--- src/rtl/riscv_multicycle_controller.sv ---
// Multicycle RISC-V main controller: FETCH/DECODE/EXEC/MEM/WB sequencer with
// memory wait-state handshakes, a per-handshake timeout and a sticky trap state.
module riscv_multicycle_controller #(
  parameter int MEM_TIMEOUT = 16,
  parameter int ALUOP_W     = 2,
  parameter bit EN_JUMPS    = 1'b1
) (
  input  logic               clk,
  input  logic               reset,
  input  logic [6:0]         opcode,
  output logic               imem_req,
  input  logic               imem_ready,
  output logic               dmem_req,
  output logic               dmem_we,
  input  logic               dmem_ready,
  output logic               ir_write,
  output logic               pc_write,
  output logic [1:0]         pc_src,
  output logic [1:0]         alu_src_a,
  output logic [1:0]         alu_src_b,
  output logic [ALUOP_W-1:0] alu_op,
  output logic [1:0]         mem_to_reg,
  output logic               reg_write,
  output logic               branch,
  output logic               retire,
  output logic               trap,
  output logic [1:0]         trap_cause,
  output logic [2:0]         state_o
);

  localparam logic [2:0] S_FETCH  = 3'd0;
  localparam logic [2:0] S_DECODE = 3'd1;
  localparam logic [2:0] S_EXEC   = 3'd2;
  localparam logic [2:0] S_MEM    = 3'd3;
  localparam logic [2:0] S_WB     = 3'd4;
  localparam logic [2:0] S_TRAP   = 3'd5;

  localparam logic [6:0] OP_R     = 7'b0110011;
  localparam logic [6:0] OP_I     = 7'b0010011;
  localparam logic [6:0] OP_LUI   = 7'b0110111;
  localparam logic [6:0] OP_AUIPC = 7'b0010111;
  localparam logic [6:0] OP_LW    = 7'b0000011;
  localparam logic [6:0] OP_SW    = 7'b0100011;
  localparam logic [6:0] OP_BEQ   = 7'b1100011;
  localparam logic [6:0] OP_JAL   = 7'b1101111;
  localparam logic [6:0] OP_JALR  = 7'b1100111;

  // A zero timeout still needs a legal (1-bit) counter even though it never counts.
  localparam int CNT_W = (MEM_TIMEOUT > 0) ? $clog2(MEM_TIMEOUT + 1) : 1;

  logic [2:0]       state, state_nxt;
  logic [1:0]       cause_r, cause_nxt;
  logic [CNT_W-1:0] wait_cnt;
  logic             is_legal, in_wait, mem_rdy, timeout;

  always_comb begin
    case (opcode)
      OP_R, OP_I, OP_LUI, OP_AUIPC, OP_LW, OP_SW, OP_BEQ: is_legal = 1'b1;
      OP_JAL, OP_JALR:                                    is_legal = EN_JUMPS;
      default:                                            is_legal = 1'b0;
    endcase
    in_wait = (state == S_FETCH) || (state == S_MEM);
    mem_rdy = (state == S_FETCH) ? imem_ready : dmem_ready;
    // Ready in the compare cycle wins over the timeout.
    timeout = (MEM_TIMEOUT > 0) && in_wait && !mem_rdy &&
              (wait_cnt == CNT_W'(MEM_TIMEOUT));
  end

  always_comb begin
    imem_req   = 1'b0;
    dmem_req   = 1'b0;
    dmem_we    = 1'b0;
    ir_write   = 1'b0;
    pc_write   = 1'b0;
    pc_src     = 2'b00;
    alu_src_a  = 2'b00;
    alu_src_b  = 2'b00;
    alu_op     = '0;
    mem_to_reg = 2'b00;
    reg_write  = 1'b0;
    branch     = 1'b0;
    retire     = 1'b0;
    state_nxt  = state;
    cause_nxt  = cause_r;
    case (state)
      S_FETCH: begin
        imem_req  = 1'b1;
        alu_src_a = 2'b01;
        alu_src_b = 2'b10;
        if (imem_ready) begin
          ir_write  = 1'b1;
          pc_write  = 1'b1;
          state_nxt = S_DECODE;
        end else if (timeout) begin
          state_nxt = S_TRAP;
          cause_nxt = 2'b10;
        end
      end
      S_DECODE: begin
        if (is_legal) begin
          state_nxt = S_EXEC;
        end else begin
          state_nxt = S_TRAP;
          cause_nxt = 2'b01;
        end
      end
      S_EXEC: begin
        state_nxt = S_WB;
        case (opcode)
          OP_R: alu_op = ALUOP_W'(2'b10);
          OP_I: begin
            alu_src_b = 2'b01;
            alu_op    = ALUOP_W'(2'b10);
          end
          OP_LUI: begin
            alu_src_a = 2'b10;
            alu_src_b = 2'b01;
            alu_op    = ALUOP_W'(2'b11);
          end
          OP_AUIPC: begin
            alu_src_a = 2'b01;
            alu_src_b = 2'b01;
          end
          OP_LW, OP_SW: begin
            alu_src_b = 2'b01;
            state_nxt = S_MEM;
          end
          OP_BEQ: begin
            alu_op    = ALUOP_W'(2'b01);
            branch    = 1'b1;
            pc_src    = 2'b01;
            retire    = 1'b1;
            state_nxt = S_FETCH;
          end
          OP_JAL, OP_JALR: begin
            alu_src_a  = (opcode == OP_JAL) ? 2'b01 : 2'b00;
            alu_src_b  = 2'b01;
            pc_write   = EN_JUMPS;
            pc_src     = 2'b10;
            reg_write  = EN_JUMPS;
            mem_to_reg = 2'b10;
            retire     = EN_JUMPS;
            state_nxt  = S_FETCH;
          end
          default: state_nxt = S_FETCH;
        endcase
      end
      S_MEM: begin
        dmem_req = 1'b1;
        dmem_we  = (opcode == OP_SW);
        if (dmem_ready) begin
          if (opcode == OP_SW) begin
            retire    = 1'b1;
            state_nxt = S_FETCH;
          end else begin
            state_nxt = S_WB;
          end
        end else if (timeout) begin
          state_nxt = S_TRAP;
          cause_nxt = 2'b10;
        end
      end
      S_WB: begin
        reg_write  = 1'b1;
        mem_to_reg = (opcode == OP_LW) ? 2'b01 : 2'b00;
        retire     = 1'b1;
        state_nxt  = S_FETCH;
      end
      S_TRAP:  state_nxt = S_TRAP;
      default: state_nxt = S_FETCH;
    endcase
  end

  // State, trap cause and wait counter; reset overrides any wait in progress.
  always_ff @(posedge clk) begin
    if (reset) begin
      state    <= S_FETCH;
      cause_r  <= 2'b00;
      wait_cnt <= '0;
    end else begin
      state   <= state_nxt;
      cause_r <= cause_nxt;
      if ((MEM_TIMEOUT > 0) && in_wait && !mem_rdy && (state_nxt == state))
        wait_cnt <= wait_cnt + CNT_W'(1);
      else
        wait_cnt <= '0;
    end
  end

  assign trap       = (state == S_TRAP);
  assign trap_cause = cause_r;
  assign state_o    = state;

endmodule

--- config.mk ---
export PLATFORM = sky130hd
export DESIGN_NAME = riscv_multicycle_controller
export DESIGN_NICKNAME = d
export VERILOG_FILES = /design/src/rtl/riscv_multicycle_controller.sv
export SDC_FILE = /design/constraint.sdc
export NUM_CORES = 1
export LEC_CHECK = 0
export CAP_MARGIN = 20
export CORE_ASPECT_RATIO = 0.7
export CORE_MARGIN = 4
export CORE_UTILIZATION = 37
export CTS_CLUSTER_DIAMETER = 120
export CTS_CLUSTER_SIZE = 10
export DETAILED_ROUTE_END_ITERATION = 10
export PLACE_DENSITY_LB_ADDON = 0.05
export SYNTH_ARGS = -nofsm -noshare
export SYNTH_HDL_FRONTEND = slang
export SYNTH_SLANG_ARGS = --single-unit
export TNS_END_PERCENT = 20
--- constraint.sdc ---
create_clock -name clk -period 1.5 [get_ports clk]
set_clock_uncertainty 0.05 [all_clocks]
set_input_delay 0.225 -clock clk [delete_from_list [all_inputs] [get_ports clk]]
set_output_delay 0.225 -clock clk [all_outputs]
set_load 0.005 [all_outputs]
==> results of run 1 <==
[registers in the layout, summed over array words and instances, names as in the netlist]
signal,count
trap_cause,2
wait_cnt,5
state_o,3
[critical path, delay by kind of cell (launching register included)]
family | cells | cell delay (ns)
AND/OR/NAND/NOR | 2 | 0.49
buffers and inverters | 2 | 0.42
flip-flops | 1 | 0.35
[repair_timing]
| action | 4_1_cts | 5_1_grt |
|---|---|---|
| pin swaps | 17 | 2 |
| setup buffers | 12 | 2 |
| endpoints found under the hold margin | 0 | 0 |
| endpoints found under the setup margin | 31 | 28 |
| resized for setup | 126 | 12 |
[cell usage after synthesis (2+ instances only)]
master,instances
a31oi_1,2
nand3_1,5
or2_1,2
dfxtp_1,10
a21oi_1,4
nor3_1,5
buf_2,2
nand4_1,2
nand4bb_1,2
nor2b_1,3
and3_1,6
nand2b_1,2
ha_1,2
nor2_1,12
xor2_1,2
nand2_1,3
inv_1,4
and4b_1,2
o21ai_0,2
[final cells by class]
cell class | count | area (µm²) | share of cell area
flip-flops and latches | 10 | 203.9 | 0.1317
multi-input cells | 79 | 678.2 | 0.4378
repair buffers | 76 | 601.8 | 0.3885
clock buffers | 3 | 22.52 | 0.01454
well taps | 22 | 27.53 | 0.01777
inverters | 4 | 15.01 | 0.009693
[power by group]
group,switching (mW),internal (mW)
Sequential,0.0142,0.283
Combinational,0.192,0.215
Clock,0.102,0.0933
[kinds of logic (layout without fill, tap and decap cells)]
family,Yosys count,after routing,share of synthesized area
fa+ha+maj,2,2,0.03164
buf+inv,8,83,0.05538
flops,10,10,0.2532
compound gates,20,20,0.2026
simple gates,54,54,0.4240
xor+xnor,3,3,0.03323
[final timing paths]
check / startpoint / endpoint / cells past startpoint
max reg2reg: state_o[1]$_SDFF_PP0_ / state_o[2]$_SDFF_PP0_ / 5
max: state_o[1]$_SDFF_PP0_ / pc_src[0] / 4
min reg2reg: trap_cause[0]$_SDFFE_PP0P_ / trap_cause[0]$_SDFFE_PP0P_ / 2
min: trap_cause[0]$_SDFFE_PP0P_ / trap_cause[0]$_SDFFE_PP0P_ / 2
[per-layer routing]
metal  vias to the layer above  part of all wire  track usage  wire (µm)
li1                        511                 -            -          -
met3                        16             0.083      0.06829        291
met2                        61              0.48       0.4990       1685
met4                         0             0.027      0.09871         93
met5                         -                 0            0          0
met1                       513              0.41       0.2828       1435
==> flow_summary.toml, run 1 <==
[timing]
period_minus_slack_ns = 1.812
hold_viol = 0
relSlewSlack = 0.7939
setup_tns_ns = -3.221
fin_ws_ns = -0.3119
max_slew.worst_pin.slew_ns = 0.3066
whs_ns = 0.4614
maxSlewViolCount = 0
rsz0062_at_grt = "yes"
max_freq_ghz = 0.5519
report.final.setup_viol = 22
min_period_over_period = 1.208

[yosys]
synth_top_area_share = 0.2532
yosysTopAreaCell = "dfxtp_1"
ys_types = 44
async_flop_share = 0
synth_seq_cells = 10
syn_area_per_cell_um2 = 8.152
synth_warnings = 0
synthCells = 97
synth_area_um2 = 790.8
synthTopCellsByArea = "dfxtp_1 25%, nor2_1 5.7%, and3_1 4.7%"
ys.flop_type = "dfxtp_1"
ys_seq_area_frac = 0.2532
synth_enable_flop_cells = 0
syn-num-nets = 110

[worst_setup_path]
cp_slowest_cell = "dfxtp_2"
cp-end-kind = "output port"
start_kind = "flop"
max_stage_delay_ns = 0.35
ff2ff_setup_slack_ns = -0.10
cp.required_ns = 1.22
worstPathArrival_ns = 1.54
timing_worst_setup_path_type = "reg2out"
cp_max_fo = 3
crit_path_cell_trace = "nor3b_4, buf_4, and4b_1, dlygate4sd2_1"

[clock_tree]
cts_buffers = 3
cts_tree = "done"
path_clk_slew_ns = 0.06
clk_latency_ns = 0.28
cts_hold_repair.buffers = 0
root_buffer = "clkbuf_4"
htreeDepth = 1
cts.sinks = 10
clk_path_buf_depth = 2

[routing]
drtIter0Drc = 60
wl_per_cell_um = 18.07
vias_per_cell = 5.675
postRouteAntennaNets = 0
num_vias = 1101
drt_pass1_iterations = 4
drcViolationCount = 0
wl_um = 3505

[placed_design]
dp.cells = 179
placed_area_um2 = 1361
portBuffers = 34
place.gp.congestion = 0.8908
dpl.hpwl_um = 2347
place_ws_ns = -0.8255

[layout]
drive_above_1_share = 0.5930
fillers = 126
utilization = 0.8003
layout_common_cells = "36 x buf_4, 15 x buf_2, 11 x buf_6"
final_nets = 187
fin_cells = 194
final_common_cell = "buf_4"
area_delta_synth_final_pct = 95.89
design_area_um2 = 1549
antenna_cells = 0

[power_and_ir_drop]
p_total_mw = 0.9002
ir_drop_uv = 379.7
power_density_nw_per_um2 = 581.1
leakagePower_nw = 0.7143

[global_route]
grt_pass1_wl_um = 5568
globalRouteTotalUtil = 0.2595
grt_max_degree = 12
grt_pass1_vias = 1143
grt_overflow = 0
antenna_found_initial = 0

[hold_path]
hold_path_class = "reg2reg"

[die]
die-area_um2 = 2953
core_area_um2 = 1936
die_h_um = 46.68
die_w_um = 63.26
fp-row-count = 13
io_pins = 35
start_util = 0.4085

[status]
outcome = "finished with violations"
violations = "negative setup slack"

[run]
max-cap-violations = 0
(Power assumes the default switching activity.)
==> inputs of run 2 (changes only) <==
==> constraint.sdc (replaced) <==
create_clock -name clk -period 1.5 [get_ports clk]
set_clock_uncertainty 0.05 [all_clocks]
set_input_delay 0.225 -clock clk [delete_from_list [all_inputs] [get_ports clk]]
set_output_delay 0.225 -clock clk [all_outputs]
set_load 0.1 [all_outputs]
==> flow_summary.toml, run 2 <==
[yosys]
ys.flop_type = "dfxtp_1"
synth_area_um2 = 790.8
async_flop_share = 0
ys_seq_area_frac = 0.2532
syn_area_per_cell_um2 = 8.152
synthAdderAreaFrac = 0.03165
synth_enable_flop_cells = 0
synth_compound_area_frac = 0.2025
synthTopCellsByArea = "dfxtp_1 25%, nor2_1 5.7%, and3_1 4.7%"
synth_commonest_cells = "12 x nor2_1, 10 x dfxtp_1, 6 x and3_1, 5 x nand3_1, 5 x nor3_1"
yosysMostFrequentCell = "nor2_1"
ys_types = 44
yosysTopAreaCell = "dfxtp_1"
synth_top_family_by_area = "simple AND/OR/NAND/NOR gates"
synth.area.mux_share = 0
synth_warnings = 0
syn-num-nets = 110
synthSimpleGateAreaFrac = 0.4241
synthCells = 97
synth_seq_cells = 10
synth_top_area_share = 0.2532
yosys.area_share.xor_xnor = 0.03323

[clock_tree]
cts_hold_repair.buffers = 0
cts_buffers = 3
clk_path_buf_depth = 2
cts.sinks = 10
root_buffer = "clkbuf_4"
htreeDepth = 1

[timing]
grt-worst-endpoint = "alu_op[0]"
worstEpCategory = "primary output"

[placed_design]
portBuffers = 34
dpl.hpwl_um = 2518
place.gp.congestion = 0.8414

[status]
stop_stage = "global routing"
outcome = "stopped before the end"
stop_error = "[ERROR DPL-0038] Utilization greater than 100%, impossible to legalize"

[global_route]
grt_max_degree = 11

[die]
start_util = 0.4085
io_pins = 35
die_h_um = 46.68
fp-row-count = 13
die_w_um = 63.26
## run 2: metrics by stage
stage                     instances  utilization  worst slack [ns]  hold WS [ns]  area [µm²]
after CTS                       191       0.9567           -0.3569        0.4132        1852
after detailed placement        184       0.8888           -0.5967        0.3980        1720
after global placement          184       0.8888           -0.5609        0.3952        1720
after floorplan                  97            -            -1.107        0.2347       884.6
## run 2: repair_timing
item                                    in CTS
hold endpoints to repair                     0
resized for setup                           47
cloned                                       0
setup buffers                                4
pin swaps                                   16
endpoints found under the setup margin      29
## run 2: cell families after synthesis
| group | Yosys count |
|---|---|
| DFF | 10 |
| adders and majority gates | 2 |
| buffers and inverters | 8 |
| and+or+nand+nor | 54 |
| AOI/OAI and AO/OA | 20 |
| xor gates and xnor gates | 3 |
==> inputs of run 3 (changes only) <==
==> config.mk (replaced) <==
export PLATFORM = sky130hd
export DESIGN_NAME = riscv_multicycle_controller
export DESIGN_NICKNAME = d
export VERILOG_FILES = /design/src/rtl/riscv_multicycle_controller.sv
export SDC_FILE = /design/constraint.sdc
export NUM_CORES = 1
export LEC_CHECK = 0
export CAP_MARGIN = 20
export CORE_AREA = 4 4 65 67
export DETAILED_ROUTE_END_ITERATION = 10
export DIE_AREA = 0 0 69 71
export PLACE_DENSITY_LB_ADDON = 0.15
export SYNTH_ARGS = -nofsm -noshare
export SYNTH_HDL_FRONTEND = slang
export SYNTH_SLANG_ARGS = --single-unit
export TNS_END_PERCENT = 20
==> constraint.sdc (replaced) <==
create_clock -name clk -period 2 [get_ports clk]
set_clock_uncertainty 0.05 [all_clocks]
set_input_delay 0.3 -clock clk [delete_from_list [all_inputs] [get_ports clk]]
set_output_delay 0.3 -clock clk [all_outputs]
set_load 0.1 [all_outputs]
==> flow_summary.toml, run 3 (synthesized netlist as in run 1, its figures left out) <==
[die]
die_w_um = 69
die_h_um = 71
start_util = 0.2176
die-area_um2 = 4899
fp-row-count = 22
core_area_um2 = 3633
io_pins = 35

[placed_design]
place.gp.congestion = 0.7264
portBuffers = 34
dpl.hpwl_um = 2244
dp.cells = 199
place_ws_ns = -0.2389

[timing]
hold_viol = 0
min_period_over_period = 0.9774
maxSlewViolCount = 0
setup_tns_ns = 0
max_freq_ghz = 0.5115
report.final.setup_viol = 0
max_slew.worst_pin.slew_ns = 0.2947
fin_ws_ns = 0.04511
period_minus_slack_ns = 1.955
relSlewSlack = 0.8046

[routing]
vias_per_cell = 4.647
postRouteAntennaNets = 0
drt_pass1_iterations = 4
wl_per_cell_um = 13.39
drcViolationCount = 0
num_vias = 948
wl_um = 2732
drtIter0Drc = 20

[worst_setup_path]
max_stage_delay_ns = 0.33
cp_max_fo = 3
crit_family = "buffers and inverters"
reg2reg_depth = 5
r2r_start = "state_o[1]$_SDFF_PP0_"
regToRegEndpoint = "trap_cause[1]$_SDFFE_PP0P_"
cp.required_ns = 1.65
timing_worst_setup_path_type = "in2out"
cp_num_buf_inv = 3
crit_start = "opcode[3]"
start_kind = "input pin"
cp_slowest_cell = "a311oi_2"
cp-end-kind = "output port"
worstPathArrival_ns = 1.60
ff2ff_setup_slack_ns = 0.38
crit_path_cell_trace = "dlygate4sd2_1, and4bb_1, buf_6, nand3_1, a311oi_2, buf_12"

[clock_tree]
clk_latency_ns = 0.23
clk_path_buf_depth = 2
path_clk_slew_ns = 0.05
cts_buffers = 3
root_buffer = "clkbuf_8"
cts_tree = "done"
cts.sinks = 10
htreeDepth = 1

[layout]
drive_above_1_share = 0.5256
largest_reg_flops = 5
layout_common_cells = "28 x buf_4, 20 x buf_12, 9 x nor2_1"
top_register = "wait_cnt"
fillers = 366
fin_cells = 204
final_nets = 170
final_common_cell = "buf_4"
antenna_cells = 0
area_delta_synth_final_pct = 114.7
utilization = 0.4673

[power_and_ir_drop]
leakagePower_nw = 0.7126
power_density_nw_per_um2 = 598.1
ir_drop_uv = 255.0

[global_route]
antenna_found_initial = 0
grt_pass1_wl_um = 4664
grt_overflow = 0
globalRouteTotalUtil = 0.1148
grt_pass1_vias = 933
grt_max_degree = 12

[status]
outcome = "finished clean"

[run]
max-cap-violations = 0

[hold_path]
min_to = "wait_cnt[0]$_SDFF_PP0_"
holdPathStages = 1
worstHoldStart = "wait_cnt[0]$_SDFF_PP0_"
hold_path_class = "reg2reg"
## run 3: through the flow
step / hold WS, ns / cell area [µm²] / power (mW)
after floorplan: 0.3097 / 884.6 / 0.5972
after global placement: 0.3979 / 1620 / 0.8028
after detailed placement: 0.4044 / 1620 / 0.8066
after CTS: 0.4141 / 1684 / 1.023
after global routing: 0.4294 / 1698 / 1.059
final: 0.4096 / 1698 / 1.015
## run 3: power breakdown
group	total [mW]	internal (mW)	switching (mW)	leakage, nW
clock network	0.214	0.139	0.0745	0.0228
registers	0.227	0.212	0.0149	0.0835
logic	0.575	0.204	0.371	0.606
## run 3: worst max-delay path by stage
stage | end | slack [ns] | depth (start not counted)
finish | alu_src_a[0] | 0.05 | 6
global route | alu_op[1] | -0.004 | 5
CTS | alu_op[1] | 0.02 | 5
detailed placement | alu_op[0] | -0.24 | 6
global placement | alu_op[0] | -0.22 | 6
floorplan | pc_write | -0.68 | 4
## run 3: area by class of cell
| type | count | area (µm²) | area share |
|---|---|---|---|
| Clock buffer | 4 | 45.04 | 0.02653 |
| Inverter | 4 | 15.01 | 0.008843 |
| Multi-Input combinational cell | 79 | 653.1 | 0.3847 |
| Sequential cell | 10 | 211.5 | 0.1245 |
| Tap cell | 48 | 60.06 | 0.03537 |
| Timing Repair Buffer | 59 | 713.2 | 0.4200 |
## run 3: per-layer routing
metal  track usage  share of wire  vias up
met3       0.03267          0.051        2
met5             0              0        -
met4       0.03037         0.0033        0
met1        0.1533           0.45      440
li1              -              -      480
met2        0.1811           0.49       26
## run 3: timing repair
action,in CTS,in global routing
resized for setup,16,1
setup endpoints to repair,11,6
pin swaps,6,2
gates cloned,0,0
setup buffers,0,1
hold buffers,0,0
## run 3: worst register-to-register path: stages (launching register included)
cell and delay (ns):
dfxtp_4 0.33, buf_4 0.17, or3_4 0.41, a211oi_4 0.33
nor2_2 0.06, a211oi_2 0.19
